`src/rtl/phy_mdio_init_seq_if.sv`:
```
// MDIO request/acknowledge bus between the PHY bring-up sequencer and its MDIO master.
// master = sequencer side, slave = MDIO engine side.
interface phy_mdio_init_seq_if;
    logic        mdio_req;
    logic        mdio_wr;
    logic [4:0]  mdio_phy_addr;
    logic [4:0]  mdio_reg_addr;
    logic [15:0] mdio_wdata;
    logic        mdio_ack;
    logic [15:0] mdio_rdata;

    modport master (
        output mdio_req, mdio_wr, mdio_phy_addr, mdio_reg_addr, mdio_wdata,
        input  mdio_ack, mdio_rdata
    );

    modport slave (
        input  mdio_req, mdio_wr, mdio_phy_addr, mdio_reg_addr, mdio_wdata,
        output mdio_ack, mdio_rdata
    );
endinterface

```
`src/rtl/phy_mdio_init_seq.sv`:
```
// KSZ9031 bring-up sequencer: PHY hardware reset, MDIO configuration writes, link/speed polling.
// Macro PHY_LINK_POLL_EN builds the poll loop; without it the FSM parks in DONE after configuration.
module phy_mdio_init_seq #(
    parameter logic [4:0]  PHY_ADDR        = 5'd0,
    parameter int          RST_HOLD_CYC    = 500_000,
    parameter int          RST_WAIT_CYC    = 50_000,
    parameter int          POLL_CYC        = 500_000,
    parameter int          ACK_TIMEOUT_CYC = 4096,
    parameter logic [15:0] RGMII_CLK_SKEW  = 16'h03FF,
    parameter logic [15:0] BMCR_VAL        = 16'h1340
) (
    input  logic                       clk_50m,
    input  logic                       reset,
    input  logic                       restart,
    output logic                       phy_rst_n,
    phy_mdio_init_seq_if.master        bus,
    output logic                       init_done,
    output logic                       link_up,
    output logic [1:0]                 speed,
    output logic                       timeout_err
);

    localparam int MAX_AB  = (RST_HOLD_CYC > RST_WAIT_CYC) ? RST_HOLD_CYC : RST_WAIT_CYC;
    localparam int MAX_CD  = (POLL_CYC > ACK_TIMEOUT_CYC) ? POLL_CYC : ACK_TIMEOUT_CYC;
    localparam int MAX_CYC = (MAX_AB > MAX_CD) ? MAX_AB : MAX_CD;
    localparam int CW      = $clog2(MAX_CYC + 1);

    typedef enum logic [3:0] {
        RST_HOLD, RST_WAIT, CFG_REQ, CFG_WAIT, POLL_IDLE,
        BMSR_REQ, BMSR_WAIT, STAT_REQ, STAT_WAIT, DONE
    } state_t;

    state_t        state;
    logic [CW-1:0] cnt;
    logic [2:0]    cfg_idx;
    logic          is_wait;

    // {reg_addr, wdata}: MMD2 reg 8 is reached indirectly through r13/r14
    function automatic logic [20:0] cfg_entry(input logic [2:0] idx);
        case (idx)
            3'd0:    return {5'd13, 16'h0002};
            3'd1:    return {5'd14, 16'h0008};
            3'd2:    return {5'd13, 16'h4002};
            3'd3:    return {5'd14, RGMII_CLK_SKEW};
            default: return {5'd0,  BMCR_VAL};
        endcase
    endfunction

`ifdef PHY_LINK_POLL_EN
    logic bmsr_link;

    function automatic logic [1:0] decode_speed(input logic [15:0] r);
        return r[6] ? 2'b10 : (r[5] ? 2'b01 : (r[4] ? 2'b00 : 2'b11));
    endfunction
`endif

    assign is_wait = (state == CFG_WAIT) || (state == BMSR_WAIT) || (state == STAT_WAIT);

    always_ff @(posedge clk_50m or posedge reset) begin
        if (reset) begin
            state             <= RST_HOLD;
            cnt               <= CW'(RST_HOLD_CYC - 1);
            cfg_idx           <= '0;
            phy_rst_n         <= 1'b0;
            bus.mdio_req      <= 1'b0;
            bus.mdio_wr       <= 1'b0;
            bus.mdio_phy_addr <= '0;
            bus.mdio_reg_addr <= '0;
            bus.mdio_wdata    <= '0;
            init_done         <= 1'b0;
            link_up           <= 1'b0;
            speed             <= 2'b00;
            timeout_err       <= 1'b0;
`ifdef PHY_LINK_POLL_EN
            bmsr_link         <= 1'b0;
`endif
        end else if (restart || (is_wait && !bus.mdio_ack && cnt == '0)) begin
            // both abort paths re-run the full bring-up; only a timeout is recorded
            state        <= RST_HOLD;
            cnt          <= CW'(RST_HOLD_CYC - 1);
            cfg_idx      <= '0;
            phy_rst_n    <= 1'b0;
            bus.mdio_req <= 1'b0;
            init_done    <= 1'b0;
            link_up      <= 1'b0;
            speed        <= 2'b00;
            if (!restart)
                timeout_err <= 1'b1;
        end else begin
            case (state)
                RST_HOLD: begin
                    if (cnt == '0) begin
                        state     <= RST_WAIT;
                        cnt       <= CW'(RST_WAIT_CYC - 1);
                        phy_rst_n <= 1'b1;
                    end else
                        cnt <= cnt - 1'b1;
                end
                RST_WAIT: begin
                    if (cnt == '0)
                        state <= CFG_REQ;
                    else
                        cnt <= cnt - 1'b1;
                end
                CFG_REQ: begin
                    bus.mdio_req      <= 1'b1;
                    bus.mdio_wr       <= 1'b1;
                    bus.mdio_phy_addr <= PHY_ADDR;
                    {bus.mdio_reg_addr, bus.mdio_wdata} <= cfg_entry(cfg_idx);
                    cnt               <= CW'(ACK_TIMEOUT_CYC - 1);
                    state             <= CFG_WAIT;
                end
                CFG_WAIT: begin
                    if (bus.mdio_ack) begin
                        bus.mdio_req <= 1'b0;
                        if (cfg_idx == 3'd4) begin
                            init_done <= 1'b1;
`ifdef PHY_LINK_POLL_EN
                            state     <= POLL_IDLE;
                            cnt       <= '0;
`else
                            state     <= DONE;
                            link_up   <= 1'b1;
                            speed     <= 2'b10;
`endif
                        end else begin
                            cfg_idx <= cfg_idx + 3'd1;
                            state   <= CFG_REQ;
                        end
                    end else
                        cnt <= cnt - 1'b1;
                end
`ifdef PHY_LINK_POLL_EN
                POLL_IDLE: begin
                    if (cnt == '0)
                        state <= BMSR_REQ;
                    else
                        cnt <= cnt - 1'b1;
                end
                BMSR_REQ, STAT_REQ: begin
                    bus.mdio_req      <= 1'b1;
                    bus.mdio_wr       <= 1'b0;
                    bus.mdio_phy_addr <= PHY_ADDR;
                    bus.mdio_reg_addr <= (state == BMSR_REQ) ? 5'd1 : 5'd31;
                    bus.mdio_wdata    <= '0;
                    cnt               <= CW'(ACK_TIMEOUT_CYC - 1);
                    state             <= (state == BMSR_REQ) ? BMSR_WAIT : STAT_WAIT;
                end
                BMSR_WAIT: begin
                    if (bus.mdio_ack) begin
                        bus.mdio_req <= 1'b0;
                        bmsr_link    <= bus.mdio_rdata[2];
                        state        <= STAT_REQ;
                    end else
                        cnt <= cnt - 1'b1;
                end
                STAT_WAIT: begin
                    if (bus.mdio_ack) begin
                        bus.mdio_req <= 1'b0;
                        link_up      <= bmsr_link;
                        speed        <= bmsr_link ? decode_speed(bus.mdio_rdata) : 2'b00;
                        cnt          <= CW'(POLL_CYC - 1);
                        state        <= POLL_IDLE;
                    end else
                        cnt <= cnt - 1'b1;
                end
`endif
                DONE: ;
                default: state <= RST_HOLD;
            endcase
        end
    end

endmodule

```
`src/flat_wrapper.sv`:
```
// flat-port wrapper written by rule: the top's interface ports become plain ports
module phy_mdio_init_seq_flat 
#(
    parameter logic [4:0]  PHY_ADDR        = 5'd0,
    parameter int          RST_HOLD_CYC    = 500_000,
    parameter int          RST_WAIT_CYC    = 50_000,
    parameter int          POLL_CYC        = 500_000,
    parameter int          ACK_TIMEOUT_CYC = 4096,
    parameter logic [15:0] RGMII_CLK_SKEW  = 16'h03FF,
    parameter logic [15:0] BMCR_VAL        = 16'h1340
)
  (clk_50m, reset, restart, phy_rst_n, init_done, link_up, speed, timeout_err, bus_mdio_req, bus_mdio_wr, bus_mdio_phy_addr, bus_mdio_reg_addr, bus_mdio_wdata, bus_mdio_ack, bus_mdio_rdata);
  phy_mdio_init_seq_if bus_i ();
  input  logic clk_50m;
  input  logic reset;
  input  logic restart;
  output logic phy_rst_n;
  output logic init_done;
  output logic link_up;
  output logic [1:0] speed;
  output logic timeout_err;
  output wire logic [$bits(bus_i.mdio_req)-1:0] bus_mdio_req;
  output wire logic [$bits(bus_i.mdio_wr)-1:0] bus_mdio_wr;
  output wire logic [$bits(bus_i.mdio_phy_addr)-1:0] bus_mdio_phy_addr;
  output wire logic [$bits(bus_i.mdio_reg_addr)-1:0] bus_mdio_reg_addr;
  output wire logic [$bits(bus_i.mdio_wdata)-1:0] bus_mdio_wdata;
  input wire logic [$bits(bus_i.mdio_ack)-1:0] bus_mdio_ack;
  input wire logic [$bits(bus_i.mdio_rdata)-1:0] bus_mdio_rdata;
  assign bus_mdio_req = bus_i.mdio_req;
  assign bus_mdio_wr = bus_i.mdio_wr;
  assign bus_mdio_phy_addr = bus_i.mdio_phy_addr;
  assign bus_mdio_reg_addr = bus_i.mdio_reg_addr;
  assign bus_mdio_wdata = bus_i.mdio_wdata;
  assign bus_i.mdio_ack = bus_mdio_ack;
  assign bus_i.mdio_rdata = bus_mdio_rdata;
  phy_mdio_init_seq #(.PHY_ADDR(PHY_ADDR), .RST_HOLD_CYC(RST_HOLD_CYC), .RST_WAIT_CYC(RST_WAIT_CYC), .POLL_CYC(POLL_CYC), .ACK_TIMEOUT_CYC(ACK_TIMEOUT_CYC), .RGMII_CLK_SKEW(RGMII_CLK_SKEW), .BMCR_VAL(BMCR_VAL)) u_core (.clk_50m(clk_50m), .reset(reset), .restart(restart), .phy_rst_n(phy_rst_n), .bus(bus_i), .init_done(init_done), .link_up(link_up), .speed(speed), .timeout_err(timeout_err));
endmodule
```
`config.mk`:
```
export PLATFORM = sky130hd
export DESIGN_NAME = phy_mdio_init_seq_flat
export DESIGN_NICKNAME = d
export VERILOG_FILES = /design/src/rtl/phy_mdio_init_seq_if.sv /design/src/rtl/phy_mdio_init_seq.sv /design/src/flat_wrapper.sv
export SDC_FILE = /design/constraint.sdc
export NUM_CORES = 1
export LEC_CHECK = 0
export CAP_MARGIN = 20
export CORE_MARGIN = 2
export CORE_UTILIZATION = 45
export CTS_BUF_LIST = sky130_fd_sc_hd__clkbuf_16
export DETAILED_ROUTE_END_ITERATION = 12
export PLACE_DENSITY = 0.81
export SLEW_MARGIN = 30
export SYNTH_ARGS = -nofsm -noshare
export SYNTH_HDL_FRONTEND = slang
export SYNTH_SLANG_ARGS = --single-unit
export TNS_END_PERCENT = 50
```
`constraint.sdc`:
```
create_clock -name clk_50m -period 3.3 [get_ports clk_50m]
set_clock_uncertainty 0.15 [all_clocks]
set_input_delay 0.825 -clock clk_50m [delete_from_list [all_inputs] [get_ports clk_50m]]
set_output_delay 0.825 -clock clk_50m [all_outputs]
set_load 0.02 [all_outputs]
```
==> Yosys cells after proc, flatten, opt, wreduce, memory -nomap -nowiden <==
Index checks and enable logic that the tools add are counted.
{ "totals": {"ramBits": 0, "rom_bits": 0, "register_bits": 54, "latchBits": 0, "memories": 0, "output_inout_bits": 34} }
{ "classes": {"n_reduce_logical": 24, "n_eq_ne": 17, "add_sub_neg": 2, "shifts": 0, "muxes": 30, "mul": 0, "div_mod_pow": 0, "n_bitwise": 2, "n_lt_le_gt_ge": 0} }
{ "op_table": {"columns": ["op", "n"], "rows": [
  ["$pmux W20 S4", 1],
  ["$mux W19", 4],
  ["$pmux W19 S4", 1],
  ["$mux W4", 5],
  ["$pmux W4 S5", 1],
  ["$logic_not A19 Y1", 1],
  ["$sub A19 B1 Y19 const B", 1],
  ["$mux W3", 4],
  ["$reduce_bool A2 Y1", 5],
  ["$mux W1", 9],
  ["$reduce_and A3 Y1", 3],
  ["$eq A4 B2 Y1 const B", 2],
  ["$eq A4 B4 Y1 const B", 2],
  ["$mux W2", 4],
  ["$reduce_and A2 Y1", 4],
  ["$eq A3 B2 Y1 const B", 2],
  ["$ne A3 B1 Y1 const B", 2],
  ["$ne A3 B3 Y1 const B", 2],
  ["$reduce_bool A5 Y1", 1],
  ["$eq A4 B1 Y1 const B", 1],
  ["$eq A4 B3 Y1 const B", 1],
  ["$logic_not A4 Y1", 1],
  ["$ne A2 B1 Y1 const B", 2],
  ["$reduce_and A4 Y1", 1],
  ["other kinds (11)", 15]
]} }

==> Longest topological paths before layout <==
{ "logic_depth": {"depth_word": 8, "depth_mapped": 9, "ltp_nobuf": 7} }

==> Worst setup path before layout <==
No wires, ideal clock.
{ "synth_timing": {"path_kind": "input -> register", "startpoint": "in bus_mdio_ack", "endpoint": "reg u_core.cnt[12]", "path_slack_ns": 0.812, "arrival_ns": 2.217, "path_stages": 6, "path_buffers": 1, "t_required_ns": 3.029, "path_cell_list": "clkbuf_1 > a31o_2 > a31oi_1 > a2111oi_4 > nor4_4 > a22o_1"} }
{ "synth_via": {"elab_chain_len": 6, "elab_cells_between_ends": 9} }
{ "synth_lines": {"columns": ["item", "line_no", "rtl"], "rows": [
  ["from (decl)", "flat_wrapper.sv:27", "input wire logic [$bits(bus_i.mdio_ack)-1:0] bus_mdio_ack;"],
  ["$logic_not A1 Y1", "phy_mdio_init_seq.sv:77", "end else if (restart || (is_wait && !bus.mdio_ack && cnt == '0)) begin"],
  ["$logic_and A1 B1 Y1 (2 in series)", "phy_mdio_init_seq.sv:77", null],
  ["$logic_or A1 B1 Y1", "phy_mdio_init_seq.sv:77", null],
  ["$ne A3 B2 Y1 (no source line) (tied with other cells)", null, null],
  ["$reduce_and A3 Y1 (no source line)", null, null],
  ["to (signal assigned)", "phy_mdio_init_seq.sv:80", "cnt <= CW'(RST_HOLD_CYC - 1);"],
  ["to (signal assigned)", "phy_mdio_init_seq.sv:94", "cnt <= CW'(RST_WAIT_CYC - 1);"],
  ["to (signal assigned)", "phy_mdio_init_seq.sv:97", "cnt <= cnt - 1'b1;"],
  ["to (decl)", "phy_mdio_init_seq.sv:34", "logic [CW-1:0] cnt;"]
]} }
Several ways; a longest one is shown, not always the timed one.
A chain may end at the register's enable or synchronous reset.

==> Worst setup path after layout <==
{ "layout_timing": {"startpoint": "reg u_core.cnt[7]", "endpoint": "reg u_core.cnt[14]"} }
{ "layout_via": {"elab_chain_len": 5, "elab_cells_between_ends": 13} }
{ "layout_lines": {"columns": ["item", "line_no", "rtl"], "rows": [
  ["from (signal assigned)", "phy_mdio_init_seq.sv:62", "cnt <= CW'(RST_HOLD_CYC - 1);"],
  ["from (signal assigned)", "phy_mdio_init_seq.sv:80", null],
  ["from (signal assigned)", "phy_mdio_init_seq.sv:94", null],
  ["parallel branches: the longest is 5 deep, another holds $sub A19 B1 Y19", null, null]
]} }
Several ways; the timed one is not identified. The select of a mux whose other input is x is not followed.

==> flow_summary.ini <==
[sta]
drv_slew = 0
setup-tns-final_ps = 0
final_hold_viol_count = 0
max_freq_ghz = 0.367
setup_viol = 0
grt_setup_unrepaired = no
setup_slack_ps = 578
worstMarginPinSlew_ps = 923
fin_crit_sh_pct = 82.5
post-route-min-period_ps = 2720
relSlewSlack_pct = 37.7
fin_hold_ws_ps = 311

[pwr]
seqPwrFrac_pct = 38.6
power.switching_w = 0.000424
pwr-share-clk_pct = 40.9
ir_worst_vdd_mv = 0.244
combPwrFrac_pct = 20.5
p_int_w = 0.00109
p_leak_nw = 1.24
p_per_area_nw_per_um2 = 513
switching_share_pct = 28.0

[cts]
cts_hold_buf = 0
root_buffer = clkbuf_16
clkSlewWorstSetupHoldPaths_ps = 60
cts_tree = yes
cts_made_buffers = 5
clk-insertion-delay-late_ps = 280
post_cts_resized = 0
cts_max_path_buffers = 2
clock_sinks = 38
post_cts_buffers = 0
cts_max_level = 2

[die]
die_w_um = 79.6
dieHeight_um = 79.6
io-pin-count = 54
row_count = 27
initial_core_util_pct = 46.6
core_um2 = 5510
dieArea_um2 = 6330

[layout]
final_cell_mix = dfrtp_1, clkdlybuf4s50_1, nand2_1, inv_1, nor2_1
instances_no_fill = 371
diodes = 0
drive_gt1_share_pct = 15.1
final_common_cell = dfrtp_1
stdcell_area_um2 = 2950
nNetsFinal = 325
area_growth_pct = 14.9

[routing]
drt_iter0_markers = 155
ant_nets = 0
vias_per_cell = 5.81
drc = 0
vias = 2155
wl_per_cell_um = 15.7
wl_um = 5830
drt_first_pass_iters = 4

[grt]
grt_use_met1_pct = 25.2
busiest_layer = met2
grt-ovfl-total = 0
antenna_found_initial = 0
grtUsageMet2_pct = 31.2
grt_pass1_vias = 2009
grt_max_degree = 39
grt_pass1_wl_um = 9670
met3_usage_pct = 4.64
grt_usage_pct = 19.5

[critical_path]
r2r_setup_slack_ps = 580
r2r_start = u_core.cnt[7]
worst_r2r_path_depth = 5
worstSetupPathType = register to register
r2r-end = u_core.cnt[14]
cp.required_ps = 3320
crit_path_max_fanout = 8
end_kind = register
crit_arrival_ps = 2740
critPathLaunchType = register

[run_status]
status = complete, no violations

[logic_synthesis]
synth_seq_cells = 38
synth-edff-count = 0
ys_seq_area_share_pct = 37.6
yosysWarnings = 0
ys.flop_type = dfrtp_1
ys_async_sr_fraction_pct = 100
synth_area_um2 = 2570
synthCells = 283
avgSynthCellArea_um2 = 9.08
synth_cell_types = 55

[flow_run]
drv_cap = 0

[placement]
placed_cell_area_um2 = 2760
place_ws_ps = 442
dp_hpwl_um = 3880
port_buffers = 26
dpl.cell_count = 363
place_congestion = 0.891

[min_path]
hold_path.class = register to register
hold_path_depth = 2
whs_endpoint = u_core.bus.mdio_wdata[1]
min-delay-start = u_core.bus.mdio_wdata[1]
kinds of logic (layout without fill, tap and decap cells):
| family | Yosys count | in the layout | share of synthesized area (%) |
|---|---|---|---|
| AOI/OAI and AO/OA | 79 | 79 | 22.4 |
| and+or+nand+nor | 98 | 98 | 22.3 |
| muxes | 3 | 3 | 1.22 |
| adders and majority gates | 7 | 7 | 3.41 |
| xor gates and xnor gates | 1 | 1 | 0.341 |
| buffers and inverters | 56 | 62 | 12.7 |
| other | 1 | 11 | 0.146 |
| DFF | 38 | 38 | 37.6 |
worst max-delay path by stage:
stage	end	slack (ps)	cells after the start	from
floorplan	u_core.cnt[12]	810	6	bus_mdio_ack
global placement	u_core.cnt[13]	490	7	bus_mdio_ack
detailed placement	u_core.cnt[13]	440	7	bus_mdio_ack
CTS	u_core.cnt[4]	610	5	u_core.cnt[7]
global route	u_core.cnt[4]	440	5	u_core.cnt[7]
finish	u_core.cnt[14]	580	5	u_core.cnt[7]
cells in the mapped netlist (all sizes together) (6+ instances only):
cell type  count  area share (%)
o21ai          6             1.2
nor2          21             3.1
ha             7             3.4
nor4           7             4.0
dfrtp         27              26
nor3          10             2.1
dfstp         11              11
buf           28             8.6
inv           21             3.1
a21oi         16             3.1
clkbuf         7             1.0
nand2         25             3.7
a22oi          6             1.8
a31oi         12             3.2
o41ai          6             2.0
o22ai          6             1.5
nand3          9             1.9
worst max-delay path: stages, from the launching register on:
cell      delay, ps
dfrtp_1         480
nor4_4          540
nand3_1         230
o311ai_0        850
a31oi_1         140
a21o_1          210
power groups by stage:
stage | Clock [W] | Combinational [W] | Sequential (W)
after floorplan | 0 | 0.000206 | 0.000603
after global placement | 0 | 0.000299 | 0.000587
after detailed placement | 0 | 0.000308 | 0.000590
after CTS | 0.000628 | 0.000311 | 0.000584
after global routing | 0.000655 | 0.000338 | 0.000592
final | 0.000619 | 0.000310 | 0.000585
flip-flops by register name, summed over array words and instances, names as in the netlist:
name                      flops
u_core.bus.mdio_reg_addr      3
u_core.cfg_idx                3
u_core.init_done              1
u_core.cnt                   19
u_core.phy_rst_n              1
u_core.state                  3
u_core.bus.mdio_wdata         5
u_core.bus.mdio_req           1
u_core.bus.mdio_wr            1
u_core.timeout_err            1
metal layers:
layer,up-vias,share of wire (%)
met4,0,2.1
li1,1038,-
met2,96,49
met1,1010,42
met5,-,0
met3,11,6.7
metrics by stage:
stage | total power [W] | utilization [%]
finish | 0.00151 | 53.6
global route | 0.00158 | 53.6
floorplan | 0.000809 | -
CTS | 0.00152 | 53.6
detailed placement | 0.000899 | 50.2
global placement | 0.000887 | 50.2
area by class of cell:
type / count / area (µm²)
clock buffer: 5 / 125
clock inverter: 3 / 63.8
fill: 465 / 2550
inverter: 21 / 78.8
multi-input combinational: 199 / 1320
sequential: 38 / 965
tap: 72 / 90.1
timing repair buffer: 33 / 313
Power figures use the tool's default switching activity.
